$ cat src/rtl/uart_cmd_parser_if.sv
// -----------------------------------------------------------------------------
// uart_cmd_parser_if
// Bundles every non-clock/reset signal of uart_cmd_parser: the UART receive
// byte stream, the internal register bus and the UART transmit handshake,
// plus the parser status pulses.
//
// Modports
//   slave  : the parser's view (receives bytes, drives the register bus and
//            the transmitter request, reports status)
//   master : the surrounding system's view (UART rx/tx, register file)
//
// Signals
//   rx_byte/rx_valid      : received byte + 1-cycle valid pulse
//   reg_addr/reg_wdata    : register bus address / write data
//   reg_wr/reg_rd         : 1-cycle write / read strobes
//   reg_rdata/reg_ack     : read data / transaction complete
//   tx_data/tx_start      : byte to transmit + 1-cycle request
//   tx_busy               : transmitter busy
//   busy/rx_drop/frame_err: parser status
// -----------------------------------------------------------------------------
interface uart_cmd_parser_if #(
   parameter int ADDR_W = 8,
   parameter int DATA_W = 32
);
   logic [7:0]        rx_byte;
   logic              rx_valid;
   logic [ADDR_W-1:0] reg_addr;
   logic [DATA_W-1:0] reg_wdata;
   logic              reg_wr;
   logic              reg_rd;
   logic [DATA_W-1:0] reg_rdata;
   logic              reg_ack;
   logic [7:0]        tx_data;
   logic              tx_start;
   logic              tx_busy;
   logic              busy;
   logic              rx_drop;
   logic              frame_err;

   modport slave (
      input  rx_byte, rx_valid, reg_rdata, reg_ack, tx_busy,
      output reg_addr, reg_wdata, reg_wr, reg_rd, tx_data, tx_start,
             busy, rx_drop, frame_err
   );

   modport master (
      output rx_byte, rx_valid, reg_rdata, reg_ack, tx_busy,
      input  reg_addr, reg_wdata, reg_wr, reg_rd, tx_data, tx_start,
             busy, rx_drop, frame_err
   );
endinterface

$ cat src/rtl/uart_cmd_parser.sv
// -----------------------------------------------------------------------------
// uart_cmd_parser
// Decodes register-access frames arriving from a UART receiver, issues one
// read or write on the register bus per frame, and streams a response back
// to the UART transmitter.
//
//   Write frame : 'W'(0x57), ADDR, NB data bytes MSB first -> response 'K'
//   Read frame  : 'R'(0x52), ADDR                          -> NB bytes, MSB first
//   Any error   : response 'E'(0x45) (bad command, bus ack timeout)
//   Inter-byte timeout inside a frame aborts it with no response.
//
// Ports
//   clk  : system clock
//   rst  : asynchronous active-high reset; abandons any frame silently
//   bus  : uart_cmd_parser_if.slave (rx stream, register bus, tx handshake,
//          status). All outputs are registered.
// -----------------------------------------------------------------------------
module uart_cmd_parser #(
   parameter int ADDR_W         = 8,
   parameter int DATA_W         = 32,
   parameter int TIMEOUT_CYCLES = 1_000_000
) (
   input  logic                clk,
   input  logic                rst,
   uart_cmd_parser_if.slave    bus
);

   localparam int NB        = DATA_W / 8;
   localparam int CNT_W     = $clog2(TIMEOUT_CYCLES + 1);
   localparam int BC_W      = $clog2(NB + 1);
   localparam int RSP_SHIFT = DATA_W - 8;

   localparam logic [2:0] ST_IDLE     = 3'd0;
   localparam logic [2:0] ST_GET_ADDR = 3'd1;
   localparam logic [2:0] ST_GET_DATA = 3'd2;
   localparam logic [2:0] ST_BUS_REQ  = 3'd3;
   localparam logic [2:0] ST_BUS_WAIT = 3'd4;
   localparam logic [2:0] ST_TX_SEND  = 3'd5;
   localparam logic [2:0] ST_TX_HOLD  = 3'd6;
   localparam logic [2:0] ST_TX_WAIT  = 3'd7;

   localparam logic [7:0] CMD_WR  = 8'h57;
   localparam logic [7:0] CMD_RD  = 8'h52;
   localparam logic [7:0] RSP_OK  = 8'h4B;
   localparam logic [7:0] RSP_ERR = 8'h45;

   localparam logic [CNT_W-1:0] CNT_ZERO = {CNT_W{1'b0}};
   localparam logic [CNT_W-1:0] CNT_ONE  = CNT_W'(1);
   localparam logic [CNT_W-1:0] CNT_LAST = CNT_W'(TIMEOUT_CYCLES - 1);
   localparam logic [BC_W-1:0]  BC_ZERO  = {BC_W{1'b0}};
   localparam logic [BC_W-1:0]  BC_ONE   = BC_W'(1);
   localparam logic [BC_W-1:0]  BC_NB    = BC_W'(NB);
   localparam logic [BC_W-1:0]  BC_LAST  = BC_W'(NB - 1);

   // Places a single response byte at the MSB end of the tx shift register,
   // where the transmit path always takes its next byte from.
   function automatic logic [DATA_W-1:0] rsp_word(input logic [7:0] b);
      return DATA_W'(b) << RSP_SHIFT;
   endfunction

   logic [2:0]        r_state,     w_state_nxt;
   logic              r_op_wr,     w_op_wr_nxt;
   logic [BC_W-1:0]   r_bcnt,      w_bcnt_nxt;
   logic [CNT_W-1:0]  r_to_cnt,    w_to_cnt_nxt;
   logic [DATA_W-1:0] r_shift,     w_shift_nxt;
   logic [BC_W-1:0]   r_left,      w_left_nxt;
   logic [ADDR_W-1:0] r_reg_addr,  w_reg_addr_nxt;
   logic [DATA_W-1:0] r_reg_wdata, w_reg_wdata_nxt;
   logic              r_reg_wr,    w_reg_wr_nxt;
   logic              r_reg_rd,    w_reg_rd_nxt;
   logic [7:0]        r_tx_data,   w_tx_data_nxt;
   logic              r_tx_start,  w_tx_start_nxt;
   logic              r_busy;
   logic              r_rx_drop,   w_rx_drop_nxt;
   logic              r_frame_err, w_frame_err_nxt;
   logic              w_timeout;

   // Counter sits at TIMEOUT_CYCLES-1 after that many idle cycles; the next
   // cycle in a waiting state is the abort cycle.
   assign w_timeout = (r_to_cnt == CNT_LAST);

   // Next-state and next-output decode for the frame FSM.
   always_comb begin
      w_state_nxt     = r_state;
      w_op_wr_nxt     = r_op_wr;
      w_bcnt_nxt      = r_bcnt;
      w_to_cnt_nxt    = CNT_ZERO;
      w_shift_nxt     = r_shift;
      w_left_nxt      = r_left;
      w_reg_addr_nxt  = r_reg_addr;
      w_reg_wdata_nxt = r_reg_wdata;
      w_reg_wr_nxt    = 1'b0;
      w_reg_rd_nxt    = 1'b0;
      w_tx_data_nxt   = r_tx_data;
      w_tx_start_nxt  = 1'b0;
      w_rx_drop_nxt   = 1'b0;
      w_frame_err_nxt = 1'b0;

      case (r_state)
         ST_IDLE: begin
            if (bus.rx_valid) begin
               if ((bus.rx_byte == CMD_WR) || (bus.rx_byte == CMD_RD)) begin
                  w_op_wr_nxt = (bus.rx_byte == CMD_WR);
                  w_state_nxt = ST_GET_ADDR;
               end else begin
                  w_frame_err_nxt = 1'b1;
                  w_shift_nxt     = rsp_word(RSP_ERR);
                  w_left_nxt      = BC_ONE;
                  w_state_nxt     = ST_TX_SEND;
               end
            end else begin
               w_state_nxt = ST_IDLE;
            end
         end

         ST_GET_ADDR: begin
            // Timeout beats a byte arriving in the same cycle.
            if (w_timeout) begin
               w_frame_err_nxt = 1'b1;
               w_rx_drop_nxt   = bus.rx_valid;
               w_state_nxt     = ST_IDLE;
            end else if (bus.rx_valid) begin
               w_reg_addr_nxt = ADDR_W'(bus.rx_byte);
               if (r_op_wr) begin
                  w_bcnt_nxt  = BC_ZERO;
                  w_state_nxt = ST_GET_DATA;
               end else begin
                  w_reg_rd_nxt = 1'b1;
                  w_state_nxt  = ST_BUS_REQ;
               end
            end else begin
               w_to_cnt_nxt = r_to_cnt + CNT_ONE;
            end
         end

         ST_GET_DATA: begin
            if (w_timeout) begin
               w_frame_err_nxt = 1'b1;
               w_rx_drop_nxt   = bus.rx_valid;
               w_state_nxt     = ST_IDLE;
            end else if (bus.rx_valid) begin
               w_reg_wdata_nxt = (r_reg_wdata << 4'd8) | DATA_W'(bus.rx_byte);
               if (r_bcnt == BC_LAST) begin
                  w_reg_wr_nxt = 1'b1;
                  w_state_nxt  = ST_BUS_REQ;
               end else begin
                  w_bcnt_nxt = r_bcnt + BC_ONE;
               end
            end else begin
               w_to_cnt_nxt = r_to_cnt + CNT_ONE;
            end
         end

         ST_BUS_REQ: begin
            // Strobe is high during this state; any ack seen now is ignored.
            w_rx_drop_nxt = bus.rx_valid;
            w_state_nxt   = ST_BUS_WAIT;
         end

         ST_BUS_WAIT: begin
            w_rx_drop_nxt = bus.rx_valid;
            if (w_timeout) begin
               w_frame_err_nxt = 1'b1;
               w_shift_nxt     = rsp_word(RSP_ERR);
               w_left_nxt      = BC_ONE;
               w_state_nxt     = ST_TX_SEND;
            end else if (bus.reg_ack) begin
               if (r_op_wr) begin
                  w_shift_nxt = rsp_word(RSP_OK);
                  w_left_nxt  = BC_ONE;
               end else begin
                  w_shift_nxt = bus.reg_rdata;
                  w_left_nxt  = BC_NB;
               end
               w_state_nxt = ST_TX_SEND;
            end else begin
               w_to_cnt_nxt = r_to_cnt + CNT_ONE;
            end
         end

         ST_TX_SEND: begin
            w_rx_drop_nxt = bus.rx_valid;
            if (!bus.tx_busy) begin
               w_tx_data_nxt  = r_shift[DATA_W-1 -: 8];
               w_shift_nxt    = r_shift << 4'd8;
               w_left_nxt     = r_left - BC_ONE;
               w_tx_start_nxt = 1'b1;
               w_state_nxt    = ST_TX_HOLD;
            end else begin
               w_state_nxt = ST_TX_SEND;
            end
         end

         ST_TX_HOLD: begin
            // Gives the transmitter one cycle to raise tx_busy.
            w_rx_drop_nxt = bus.rx_valid;
            w_state_nxt   = ST_TX_WAIT;
         end

         ST_TX_WAIT: begin
            w_rx_drop_nxt = bus.rx_valid;
            if (!bus.tx_busy) begin
               if (r_left != BC_ZERO) begin
                  w_state_nxt = ST_TX_SEND;
               end else begin
                  w_state_nxt = ST_IDLE;
               end
            end else begin
               w_state_nxt = ST_TX_WAIT;
            end
         end

         default: begin
            w_state_nxt = ST_IDLE;
         end
      endcase
   end

   // State and registered-output update.
   always_ff @(posedge clk or posedge rst) begin
      if (rst) begin
         r_state     <= ST_IDLE;
         r_op_wr     <= 1'b0;
         r_bcnt      <= BC_ZERO;
         r_to_cnt    <= CNT_ZERO;
         r_shift     <= {DATA_W{1'b0}};
         r_left      <= BC_ZERO;
         r_reg_addr  <= {ADDR_W{1'b0}};
         r_reg_wdata <= {DATA_W{1'b0}};
         r_reg_wr    <= 1'b0;
         r_reg_rd    <= 1'b0;
         r_tx_data   <= 8'h00;
         r_tx_start  <= 1'b0;
         r_busy      <= 1'b0;
         r_rx_drop   <= 1'b0;
         r_frame_err <= 1'b0;
      end else begin
         r_state     <= w_state_nxt;
         r_op_wr     <= w_op_wr_nxt;
         r_bcnt      <= w_bcnt_nxt;
         r_to_cnt    <= w_to_cnt_nxt;
         r_shift     <= w_shift_nxt;
         r_left      <= w_left_nxt;
         r_reg_addr  <= w_reg_addr_nxt;
         r_reg_wdata <= w_reg_wdata_nxt;
         r_reg_wr    <= w_reg_wr_nxt;
         r_reg_rd    <= w_reg_rd_nxt;
         r_tx_data   <= w_tx_data_nxt;
         r_tx_start  <= w_tx_start_nxt;
         r_busy      <= (w_state_nxt != ST_IDLE);
         r_rx_drop   <= w_rx_drop_nxt;
         r_frame_err <= w_frame_err_nxt;
      end
   end

   assign bus.reg_addr  = r_reg_addr;
   assign bus.reg_wdata = r_reg_wdata;
   assign bus.reg_wr    = r_reg_wr;
   assign bus.reg_rd    = r_reg_rd;
   assign bus.tx_data   = r_tx_data;
   assign bus.tx_start  = r_tx_start;
   assign bus.busy      = r_busy;
   assign bus.rx_drop   = r_rx_drop;
   assign bus.frame_err = r_frame_err;

endmodule

$ cat src/flat_wrapper.sv
// flat-port wrapper written by rule: the top's interface ports become plain ports
module uart_cmd_parser_flat 
#(
   parameter int ADDR_W         = 8,
   parameter int DATA_W         = 32,
   parameter int TIMEOUT_CYCLES = 1_000_000
)
  (clk, rst, bus_rx_byte, bus_rx_valid, bus_reg_rdata, bus_reg_ack, bus_tx_busy, bus_reg_addr, bus_reg_wdata, bus_reg_wr, bus_reg_rd, bus_tx_data, bus_tx_start, bus_busy, bus_rx_drop, bus_frame_err);
  uart_cmd_parser_if #(.ADDR_W(ADDR_W), .DATA_W(DATA_W)) bus_i ();
  input  logic clk;
  input  logic rst;
  input wire logic [$bits(bus_i.rx_byte)-1:0] bus_rx_byte;
  input wire logic [$bits(bus_i.rx_valid)-1:0] bus_rx_valid;
  input wire logic [$bits(bus_i.reg_rdata)-1:0] bus_reg_rdata;
  input wire logic [$bits(bus_i.reg_ack)-1:0] bus_reg_ack;
  input wire logic [$bits(bus_i.tx_busy)-1:0] bus_tx_busy;
  output wire logic [$bits(bus_i.reg_addr)-1:0] bus_reg_addr;
  output wire logic [$bits(bus_i.reg_wdata)-1:0] bus_reg_wdata;
  output wire logic [$bits(bus_i.reg_wr)-1:0] bus_reg_wr;
  output wire logic [$bits(bus_i.reg_rd)-1:0] bus_reg_rd;
  output wire logic [$bits(bus_i.tx_data)-1:0] bus_tx_data;
  output wire logic [$bits(bus_i.tx_start)-1:0] bus_tx_start;
  output wire logic [$bits(bus_i.busy)-1:0] bus_busy;
  output wire logic [$bits(bus_i.rx_drop)-1:0] bus_rx_drop;
  output wire logic [$bits(bus_i.frame_err)-1:0] bus_frame_err;
  assign bus_i.rx_byte = bus_rx_byte;
  assign bus_i.rx_valid = bus_rx_valid;
  assign bus_i.reg_rdata = bus_reg_rdata;
  assign bus_i.reg_ack = bus_reg_ack;
  assign bus_i.tx_busy = bus_tx_busy;
  assign bus_reg_addr = bus_i.reg_addr;
  assign bus_reg_wdata = bus_i.reg_wdata;
  assign bus_reg_wr = bus_i.reg_wr;
  assign bus_reg_rd = bus_i.reg_rd;
  assign bus_tx_data = bus_i.tx_data;
  assign bus_tx_start = bus_i.tx_start;
  assign bus_busy = bus_i.busy;
  assign bus_rx_drop = bus_i.rx_drop;
  assign bus_frame_err = bus_i.frame_err;
  uart_cmd_parser #(.ADDR_W(ADDR_W), .DATA_W(DATA_W), .TIMEOUT_CYCLES(TIMEOUT_CYCLES)) u_core (.clk(clk), .rst(rst), .bus(bus_i));
endmodule
$ cat config.mk
export PLATFORM = sky130hd
export DESIGN_NAME = uart_cmd_parser_flat
export DESIGN_NICKNAME = d
export VERILOG_FILES = /design/src/rtl/uart_cmd_parser_if.sv /design/src/rtl/uart_cmd_parser.sv /design/src/flat_wrapper.sv
export SDC_FILE = /design/constraint.sdc
export NUM_CORES = 1
export LEC_CHECK = 0
export ABC_AREA = 0
export CAP_MARGIN = 20
export CORE_MARGIN = 2
export CORE_UTILIZATION = 50
export CTS_CLUSTER_SIZE = 25
export DETAILED_ROUTE_END_ITERATION = 10
export HOLD_SLACK_MARGIN = 0.1
export PLACE_DENSITY = 0.75
export SKIP_LAST_GASP = 1
export SLEW_MARGIN = 20
export SYNTH_ARGS = -nofsm -noshare
export SYNTH_HDL_FRONTEND = slang
export SYNTH_SLANG_ARGS = --single-unit
$ cat constraint.sdc
create_clock -name clk -period 9.5 [get_ports clk]
set_clock_uncertainty 0.2 [all_clocks]
set_input_delay 2.375 -clock clk [delete_from_list [all_inputs] [get_ports clk]]
set_output_delay 2.375 -clock clk [all_outputs]
set_load 0.02 [all_outputs]
## After elaboration in Yosys (flattened, before gate mapping)

Index checks and enable logic that the tools add are counted.

- Output and inout bits: 54
- Flip-flop bits (word level): 116
- Input bits: 45
- Word-level logic and storage cells: 113

- Multiplexer cells: 56
- Eq/ne operators: 21
- Reductions and logical operators: 15
- Bitwise gates (word level): 3
- Add/subtract/negate cells: 3

Operators by type and width:

| cell | number |
|---|---|
| $mux 32 | 6 |
| $pmux 32 s3 | 1 |
| $mux 20 | 4 |
| $mux 3 | 23 |
| $pmux 20 s2 | 1 |
| $or 32x8->32 | 1 |
| $pmux 3 s8 | 1 |
| $add 20x1->20 const B | 1 |
| $eq 20x20->1 const B | 1 |
| $eq 8x7->1 const B | 2 |
| $ne 2x2->1 const B | 8 |
| $mux 1 | 15 |
| $eq 3x3->1 const B | 4 |
| $eq 3x2->1 const B | 3 |
| $pmux 3 s3 | 1 |
| $reduce_and 3->1 | 3 |
| $reduce_bool 3->1 | 3 |
| $reduce_and 7->1 | 1 |
| $pmux 3 s2 | 1 |
| $reduce_and 5->1 | 1 |
| $reduce_or 5->1 | 1 |
| $pmux 1 s2 | 2 |
| $add 3x1->3 const B | 1 |
| $eq 3x1->1 const B | 1 |
| other kinds (11) | 12 |

## Longest topological paths before layout

- Depth in word-level cells: 6
- Depth in mapped cells: 9
- Mapped depth without buffers: 8

## Worst setup path before layout

OpenSTA, ideal clock, no wires.

- Path kind: input to register
- From: in bus_rx_byte[5]
- To: reg u_core.r_left[0]
- Path buffers: 0
- Setup time: 0.125 ns
- Data required time: 9.175 ns
- Arrival: 3.546 ns
- Slack: 5.629 ns
- Stages: 5
- Path through: nand4bb_1 > nor3_1 > o21ai_0 > o2111ai_4 > mux2_2

- Cells in the longest elaborated chain, start to end: 4
- Elaborated cells on any way between the ends: 5
- Those cells by class: eq/ne: 3; reduce/logical: 2

Ends and longest elaborated chain:

| element | RTL line | RTL |
|---|---|---|
| from (decl) | flat_wrapper.sv:12 | `input wire logic [$bits(bus_i.rx_byte)-1:0] bus_rx_byte;` |
| $eq 8x7->1 | uart_cmd_parser.sv:102 | `if ((bus.rx_byte == CMD_WR) \|\| (bus.rx_byte == CMD_RD)) begin` |
| $logic_or 1x1->1 * | uart_cmd_parser.sv:102 |  |
| $ne 2x2->1 (no source line) * | n/a |  |
| $reduce_and 5->1 (no source line) * | n/a |  |
| to (signal assigned) | uart_cmd_parser.sv:243 | `r_left <= w_left_nxt;` |
| to (decl) | uart_cmd_parser.sv:66 | `logic [BC_W-1:0] r_left, w_left_nxt;` |

Every way passes the cells marked *; elsewhere a longest branch is shown, timed or not.
A chain may end at the register's enable or synchronous reset.

## Final worst setup path

- From: in bus_rx_byte[2]
- To: reg u_core.r_left[1]

Same word-level chain as after synthesis.

==> impl_metrics.ini <==
[floorplanning]
row_count = 37
die_w_um = 107
die_area_sq_mm = 0.0114
pin_count = 99
coreArea_sq_mm = 0.0103
die_y_um = 107
initial_utilization = 0.514

[power]
p_per_area_mw_per_mm2 = 271
p_leak_nw = 3.09
vdd_drop_max_uv = 133

[clocking]
cts_hold_buffers = 0
cts-resized-gates = 0
cts-root-buf = clkbuf_8
cts_tree = yes
cts_buffer_depth = 2
postCtsSetupBuffers = 0
numCtsBuffers = 17
cts-htree-levels = 4
clock-sinks = 116
clk_latency_ns = 0.50
clk_pin_slew_ns = 0.06

[min_path]
hp-start = u_core.bus.tx_data[2]
hold_depth = 2
holdPathEnd = u_core.bus.tx_data[2]
hold_class = reg -> reg

[setup_path]
max_stage_delay_ns = 0.60
r2r_cells = 5
reg2reg_to = u_core.r_left[1]
cp-start-kind = input pin
criticalPathCategory = in -> reg
rrSetupSlack_ns = 6.12
crit_path_end_kind = flip-flop
cpMaxStageDelayCell = o2111ai_4
crit_path_cell_trace = clkdlybuf4s50_1, xor2_1, nor3_1, o21ai_0, o2111ai_4, mux2_2
cp.required_ns = 9.68
arrival_ns = 4.61
critPathMaxFanout = 35
r2r_start = u_core.r_to_cnt[6]

[global_routing]
antenna_found_initial = 0
grt_max_degree = 74
grt_overflow_total = 0
grtUsageTotal = 0.203
grt_pass1_wl_um = 18300
first_global_vias = 3658

[sta]
finalMaxSlewViolations = 0
slew_headroom = 0.275
hold_violations = 0
period_share = 0.466
holdWs_ns = 0.286
timing.final.crit_period_ns = 4.43
fmax_mhz = 226
timing.setup.tns_ns = 0
rsz0062_at_grt = false
worst_pin_slew_ns = 1.09
setup_violations = 0

[final_layout]
n_antenna_cell = 0
layout-drive-gt1-share = 0.152
syn_to_final_growth_pct = 30.5
final_common_cell = dfrtp_1
nets = 584
layout_common_cells = 116 x dfrtp_1, 98 x clkdlybuf4s50_1, 43 x mux2_2, 41 x a22o_1, 35 x nor2_1

[run_status]
status = complete, no violations

[synthesis]
synth_area_per_cell_sq_um = 12.0
yosys_warnings = 0
synth_edf_count = 0
ys_types = 51
syn_nets = 490
ys_ff_latch = 116
yosysSeqAreaShare = 0.550
synth_top_flop_cell = dfrtp_1
synthCells = 440
async_reset_ff_frac = 1.00
synth_area_sq_mm = 0.00528

[place]
hpwlAfterDp_um = 7390
finalWeightedCongestion = 0.850
portBuffers = 98

[route]
drt-total-wl_um = 10900
drc = 0
postRouteAntennaNets = 0
num_vias = 3739
avgViaCountPerCell = 5.48
avgRoutedWirePerCell_um = 15.9
drtIter0Drc = 244
drt_first_pass_iters = 4

[flow_run]
max_cap_viol_count = 0
[metal layers]
metal / up-vias / part of all wire / track usage
li1: 1762 / - / -
met1: 1844 / 0.44 / 0.272
met2: 119 / 0.49 / 0.323
met3: 14 / 0.055 / 0.0565
met4: 0 / 0.014 / 0.0659
met5: - / 0 / 0
[metrics by stage]
step,std cells,total power (W),worst slack [ns],util,cell area [sq um]
floorplan,440,0.00103,3.85,-,5280
global placement,651,0.00123,4.63,0.612,6290
detailed placement,651,0.00124,4.56,0.612,6290
CTS,682,0.00188,5.06,0.670,6890
global route,682,0.00196,4.92,0.670,6890
finish,682,0.00187,5.07,0.670,6890
[logic make-up after synthesis]
group                    share of synthesized area
AO/OA/AOI/OAI                                0.121
multiplexers                                 0.132
XOR/XNOR                                    0.0315
AND/OR/NAND/NOR                              0.106
buffers and inverters                       0.0450
flip-flops                                   0.550
adder cells (fa/ha/maj)                     0.0140
[worst max-delay path, delay by kind of cell]
family                    cells  cell delay [ns]
AOI/OAI and AO/OA             2             0.90
xor gates and xnor gates      1             0.18
buffers and inverters         1             0.56
muxes                         1             0.49
and+or+nand+nor               1             0.10
[final cells by class]
class | count | area, sq um
timing repair buffer | 100 | 996
fill | 785 | 3390
clock buffer | 17 | 414
inverter | 22 | 85.1
tap | 136 | 170
clock inverter | 14 | 180
sequential | 116 | 2900
multi-input combinational | 277 | 2140
[sequential cells by signal, indices dropped and copies added (netlist names)]
name,cells
u_core.bus.busy,1
u_core.r_state,3
u_core.r_to_cnt,20
u_core.bus.tx_data,8
u_core.r_bcnt,3
u_core.bus.tx_start,1
u_core.bus.reg_rd,1
u_core.r_op_wr,1
u_core.bus.reg_wdata,32
u_core.bus.frame_err,1
u_core.r_left,3
u_core.r_shift,32
u_core.bus.reg_addr,8
u_core.bus.reg_wr,1
u_core.bus.rx_drop,1
[synthesized netlist by cell type (7+ instances only)]
master / number / area [sq um]
nor2_1: 35 / 131
mux2_2: 43 / 484
o21ai_0: 10 / 50.1
nand2_1: 27 / 101
inv_1: 22 / 82.6
xnor2_1: 7 / 61.3
a22o_1: 41 / 359
dfrtp_1: 116 / 2900
mux2i_1: 9 / 90.1
clkbuf_1: 13 / 48.8
buf_6: 7 / 78.8
nand3_1: 12 / 60.1
mux2_1: 11 / 124
xor2_1: 12 / 105
[worst max path at each step]
stage	from	to	slack (ns)	depth (start not counted)
2_1_floorplan	rst	u_core.bus.busy	3.85	1
3_3_place_gp	bus_rx_byte[2]	u_core.r_shift[24]	4.63	6
3_5_place_dp	bus_rx_byte[5]	u_core.r_left[1]	4.56	6
4_1_cts	bus_rx_byte[2]	u_core.r_left[1]	5.06	6
5_1_grt	bus_rx_byte[2]	u_core.r_left[0]	4.92	6
6_report	bus_rx_byte[2]	u_core.r_left[1]	5.07	6
[report_power, final]
part           switching, W  internal (W)
Clock              0.000232      0.000401
Combinational      0.000306      0.000263
Sequential        0.0000793      0.000584
Note: power is estimated with default switching activity, not from simulation.
==> variant 1 (same flow settings) <==
`r_tx_data` no longer has a reset.
--- a/src/rtl/uart_cmd_parser.sv
+++ b/src/rtl/uart_cmd_parser.sv
@@ -230,5 +230,4 @@
          r_reg_wr    <= 1'b0;
          r_reg_rd    <= 1'b0;
-         r_tx_data   <= 8'h00;
          r_tx_start  <= 1'b0;
          r_busy      <= 1'b0;
@@ -246,5 +245,4 @@
          r_reg_wr    <= w_reg_wr_nxt;
          r_reg_rd    <= w_reg_rd_nxt;
-         r_tx_data   <= w_tx_data_nxt;
          r_tx_start  <= w_tx_start_nxt;
          r_busy      <= (w_state_nxt != ST_IDLE);
@@ -252,4 +250,8 @@
          r_frame_err <= w_frame_err_nxt;
       end
+   end
+
+   always_ff @(posedge clk) begin
+      r_tx_data <= w_tx_data_nxt;
    end
 
Formal check against the unedited RTL: differs if rst is asserted again (counterexample within 4 cycles, from zero or initial values and one cycle with rst high); with rst held inactive, the same outputs for 4 cycles.
==> variant 1 against the unedited design <==
  * Sequential cell count stayed put
  * Critical path depth grew 1
  * Wire length rose by 4.5%
  * Synthesized area fell by 0.50%
  * Worst setup slack improved by 6.3 ps
  * Count of clock-buffer cells in the layout grew 1
  * Synthesized cell count shrank 3.2%
  * Via count is 0.72% lower
  * Total power down 5.5%
  * Cell area shrank 0.16%
  * Critical path type unchanged
  * Critical endpoint unchanged
==> variant 1: results (changes against the unedited design) <==
synth-edff-count: 8  # +8
status: "finished clean"
clk_latency_worst_skew_pair_ps: 510
synth_top_cells_by_area: "dfrtp_1, a22o_1, mux2_1"
wire_length_of_the_first_global_routing_pass_mm: 18.9  # +3.4%
design.final.nets: 576  # -1.4%
maximum_number_of_pins_on_one_net_before_global_route_repair: 63  # -15%
pre_cts_slack_ps: 4300  # -253 ps
cts_buffer_depth: 2  # unchanged
cts.root.buffer_cell: "clkbuf_8"
grt_pass1_vias: 3781  # +3.4%
gr-usage-all-layers_pct: 21.3  # +0.99 points
synth-async-reset-ratio_pct: 93.1  # -6.9 points
dpl.hpwl_mm: 7.51  # +1.6%
dr_total_vias: 3712  # -0.72%
path_clk_slew_ps: 60  # about the same
synth_fp_nets: 476  # -2.9%
antenna-diode-count: 0  # unchanged
synthDistinctLibCells: 58  # +14%
cts-resized-gates: 0  # unchanged
power.ir.vdd_worst_v: 0.000157  # +18%
reg2reg_from: "u_core.r_to_cnt[6]$_DFF_PP0_"
first_iter_violations: 209  # -14%
timing_worst_slew_pin_value_ps: 968  # -119 ps
startpoint: "bus_rx_byte[5]"
final_worst_slack_ps: 5080  # +6.29 ps
cts_buffers: 17  # unchanged
count_of_cells_along_the_worst_hold_path: 0  # -2
last_weighted_congestion_value_of_the_routability_driven_placer: 0.806  # -5.2%
netlist_top_cells_count: "dfrtp_1, a22o_1, nor2_1"
reg2reg_depth: 5  # unchanged
worstReg2RegEnd: "u_core.r_shift[5]$_DFFE_PP0P_"
slowest_cell_delay_on_critical_path_ps: 450  # -150 ps
wl_cell_um: 16.8  # +5.5%
dpl_cell_area_mm2: 0.00628  # -0.18%
syn-mean-instance-area_um2: 12.3  # +2.8%
sequential_area_share_after_synthesis_pct: 56.0  # +1.0 points
final-instance-count-excl-fill: 675  # -1.0%
crit_fanout: 25  # -29%
regToRegSetupSlack_ps: 6340  # +220 ps
p_leak_uw: 0.00302  # -2.2%
fraction_of_final_layout_cells_sized_beyond_drive_strength_1_pct: 13.2  # -2.0 points
post-place-cells: 641  # -1.5%
worst_path_dominant_cell_family: "simple AND/OR/NAND/NOR gates"
crit_slowest_cell: "clkdlybuf4s50_1"
antenna_violations_before_repair: 0  # unchanged
-- variant 1: how the worst min path moves through the flow --
stage	from	to	slack [ps]
3_5_place_dp	u_core.r_shift[26]$_DFFE_PP0P_	u_core.bus.tx_data[2]$_DFFE_PP_	240
3_3_place_gp	u_core.r_to_cnt[0]$_DFF_PP0_	u_core.r_to_cnt[0]$_DFF_PP0_	240
6_report	u_core.r_shift[26]$_DFFE_PP0P_	u_core.bus.tx_data[2]$_DFFE_PP_	250
4_1_cts	u_core.r_shift[26]$_DFFE_PP0P_	u_core.bus.tx_data[2]$_DFFE_PP_	260
5_1_grt	u_core.r_shift[25]$_DFFE_PP0P_	u_core.bus.tx_data[1]$_DFFE_PP_	270
2_1_floorplan	u_core.r_shift[24]$_DFFE_PP0P_	u_core.bus.tx_data[0]$_DFFE_PP_	220
-- variant 1: kinds of logic after synthesis --
| group | Yosys count | share of synthesized area (%) |
|---|---|---|
| AND/OR/NAND/NOR | 118 | 11.8 |
| XOR/XNOR | 19 | 3.17 |
| buffers and inverters | 38 | 4.19 |
| flip-flops | 116 | 56.0 |
| AO/OA/AOI/OAI | 76 | 12.2 |
| adder cells (fa/ha/maj) | 6 | 1.38 |
| multiplexers | 53 | 11.2 |
-- variant 1: where the power goes --
part	internal (µW)	switching, µW
registers	584	75.6
clock network	355	233
logic	234	282
total	1170	590
-- variant 1: final cells by class --
class / count / area, µm²
well taps: 136 / 170
clock buffers: 18 / 428
clock inverters: 14 / 128
flip-flops and latches: 116 / 2940
multi-input cells: 272 / 2100
fillers: 767 / 3400
repair buffers: 103 / 1040
inverters: 16 / 62.6
-- variant 1: metal layers --
layer / global-route usage (%) / routed length [µm]
met5: 0 / 0
met4: 6.77 / 136
met3: 5.64 / 458
met2: 35.0 / 5610
met1: 27.8 / 5160
==> variant 2 (same settings) <==
Without the edit above. `ADDR_W` is set to 8 in 3 places; all go to 10.
--- a/src/rtl/uart_cmd_parser_if.sv
+++ b/src/rtl/uart_cmd_parser_if.sv
@@ -20,5 +20,5 @@
 // -----------------------------------------------------------------------------
 interface uart_cmd_parser_if #(
-   parameter int ADDR_W = 8,
+   parameter int ADDR_W = 10,
    parameter int DATA_W = 32
 );
--- a/src/rtl/uart_cmd_parser.sv
+++ b/src/rtl/uart_cmd_parser.sv
@@ -17,5 +17,5 @@
 // -----------------------------------------------------------------------------
 module uart_cmd_parser #(
-   parameter int ADDR_W         = 8,
+   parameter int ADDR_W         = 10,
    parameter int DATA_W         = 32,
    parameter int TIMEOUT_CYCLES = 1_000_000
--- a/src/flat_wrapper.sv
+++ b/src/flat_wrapper.sv
@@ -2,5 +2,5 @@
 module uart_cmd_parser_flat 
 #(
-   parameter int ADDR_W         = 8,
+   parameter int ADDR_W         = 10,
    parameter int DATA_W         = 32,
    parameter int TIMEOUT_CYCLES = 1_000_000
Interface: changed (resized bus_reg_addr); port bits go from 99 to 101. The function was not compared with the original's and may differ.
==> variant 2 against the unedited design <==
  * Clock power fell by 18%
  * Critical path type unchanged
  * Synthesized area is 1.6% higher
  * Total power fell by 9.7%
  * Count of clock-buffer cells in the layout up 7
  * Register-to-register slack improved by 590 ps
  * Cell count is 1.0% higher
  * Sequential cell count unchanged
  * Die area is 1.5% higher
  * Worst setup slack improved by 150 ps
  * Cell area rose by 0.13%
  * Utilization decreased by 0.51 points
  * Wire length is 1.9% higher
  * Largest cell class unchanged
==> variant 2: results (changes against the unedited design) <==
synth-compound-area-share_pct: 12.5  # +0.42 points
grt_util_met1_pct: 26.8  # -0.37 points
synth_fa_ha_area_share_pct: 1.35  # -0.045 points
buffers: 103  # +3.0%
post-place-cells: 658  # +1.1%
routed_length_on_met2_mm: 5.39  # +0.47%
wire_length_of_the_first_global_routing_pass_mm: 18.1  # -1.2%
fraction_of_final_layout_cells_sized_beyond_drive_strength_1_pct: 19.9  # +4.7 points
maximum_number_of_pins_on_one_net_before_global_route_repair: 75  # +1.4%
reg2reg_depth: 6  # +1
groute.layer.met2.usage_pct: 32.1  # -0.23 points
synth.area.mux_share_pct: 13.0  # -0.23 points
sequential_area_share_after_synthesis_pct: 54.1  # -0.86 points
grt_pass1_vias: 3676  # +0.49%
final-instance-count-excl-fill: 689  # +1.0%
path_clk_slew_ps: 50
synth_top_cells_by_area: "dfrtp_1, mux2_2, o2bb2ai_2"
signal_buffer_area_fraction_pct: 14.8  # +0.36 points
clock_buffers: 24  # +7
gr-usage-all-layers_pct: 20.1  # -0.23 points
layout.comb_gates.multi_input: 280  # +1.1%
max_freq_mhz: 234  # +3.6%
status: "finished clean"
pre_cts_slack_ps: 4780  # +222 ps
seq_cell_count: 116  # unchanged
startpoint: "bus_rx_byte[7]"
dpl_cell_area_mm2: 0.00640  # +1.7%
p_int_uw: 1130  # -9.8%
p_leak_uw: 0.00300  # -2.7%
fillCellCount: 799  # +1.8%
clkCellAreaFrac_pct: 7.01  # -1.6 points
nNonClkInverters: 24  # +9.1%
hold_path_class: "flop to flop"
dpl.hpwl_mm: 7.44  # +0.67%
dr_wl_met3_um: 570  # -5.0%
count_of_cells_along_the_worst_hold_path: 1  # -1
via_per_inst: 5.47  # -0.20%
netlist_top_cells_count: "dfrtp_1, mux2_2, nor2_1"
multiInputGateArea_mm2: 0.00222  # +4.0%
holdCritStartpoint: "u_core.r_shift[8]$_DFFE_PP0P_"
timing.hold.worst_endpoint: "u_core.r_shift[8]$_DFFE_PP0P_"
design.final.nets: 592  # +1.4%
wl_cell_um: 16.1  # +0.91%
power.ir.vdd_worst_v: 0.000135  # +1.4%
globalRouteMet3Util_pct: 5.33  # -0.33 points
first_iter_violations: 255  # +4.5%
worstReg2RegEnd: "u_core.r_shift[30]$_DFFE_PP0P_"
regToRegSetupSlack_ps: 6710  # +590 ps
last_weighted_congestion_value_of_the_routability_driven_placer: 0.900  # +5.9%
[variant 2: cell types whose count changed in the layout (fill, tap and decap cells not counted), moves of 4 or more]
cell       delta
o2bb2ai_1     +9
o2bb2ai_2    +10
a22o_1       -38
a22oi_1      +19
mux2_2       +10
clkinv_4      -6
mux2_1       -11
and3_1        -5
nand3_1       -4
clkbuf_1      +6
[variant 2: logic make-up after synthesis]
family / count (synthesis)
DFF: 116
and+or+nand+nor: 111
AOI/OAI and AO/OA: 79
muxes: 63
buffers and inverters: 49
xor gates and xnor gates: 19
adders and majority gates: 6
other: 1
[variant 2: power groups by stage]
stage | Combinational, µW | Clock [µW] | Sequential [µW]
final | 524 | 518 | 641
after global routing | 566 | 553 | 652
after CTS | 527 | 531 | 640
after detailed placement | 522 | 0 | 648
after global placement | 514 | 0 | 643
after floorplan | 304 | 0 | 681
[variant 2: worst max-delay path: stages]
cell,delay [ps]
clkdlybuf4s50_1,530
and4bb_2,290
a31o_2,260
o31ai_2,260
o31ai_4,110
buf_4,300
mux2_2,330
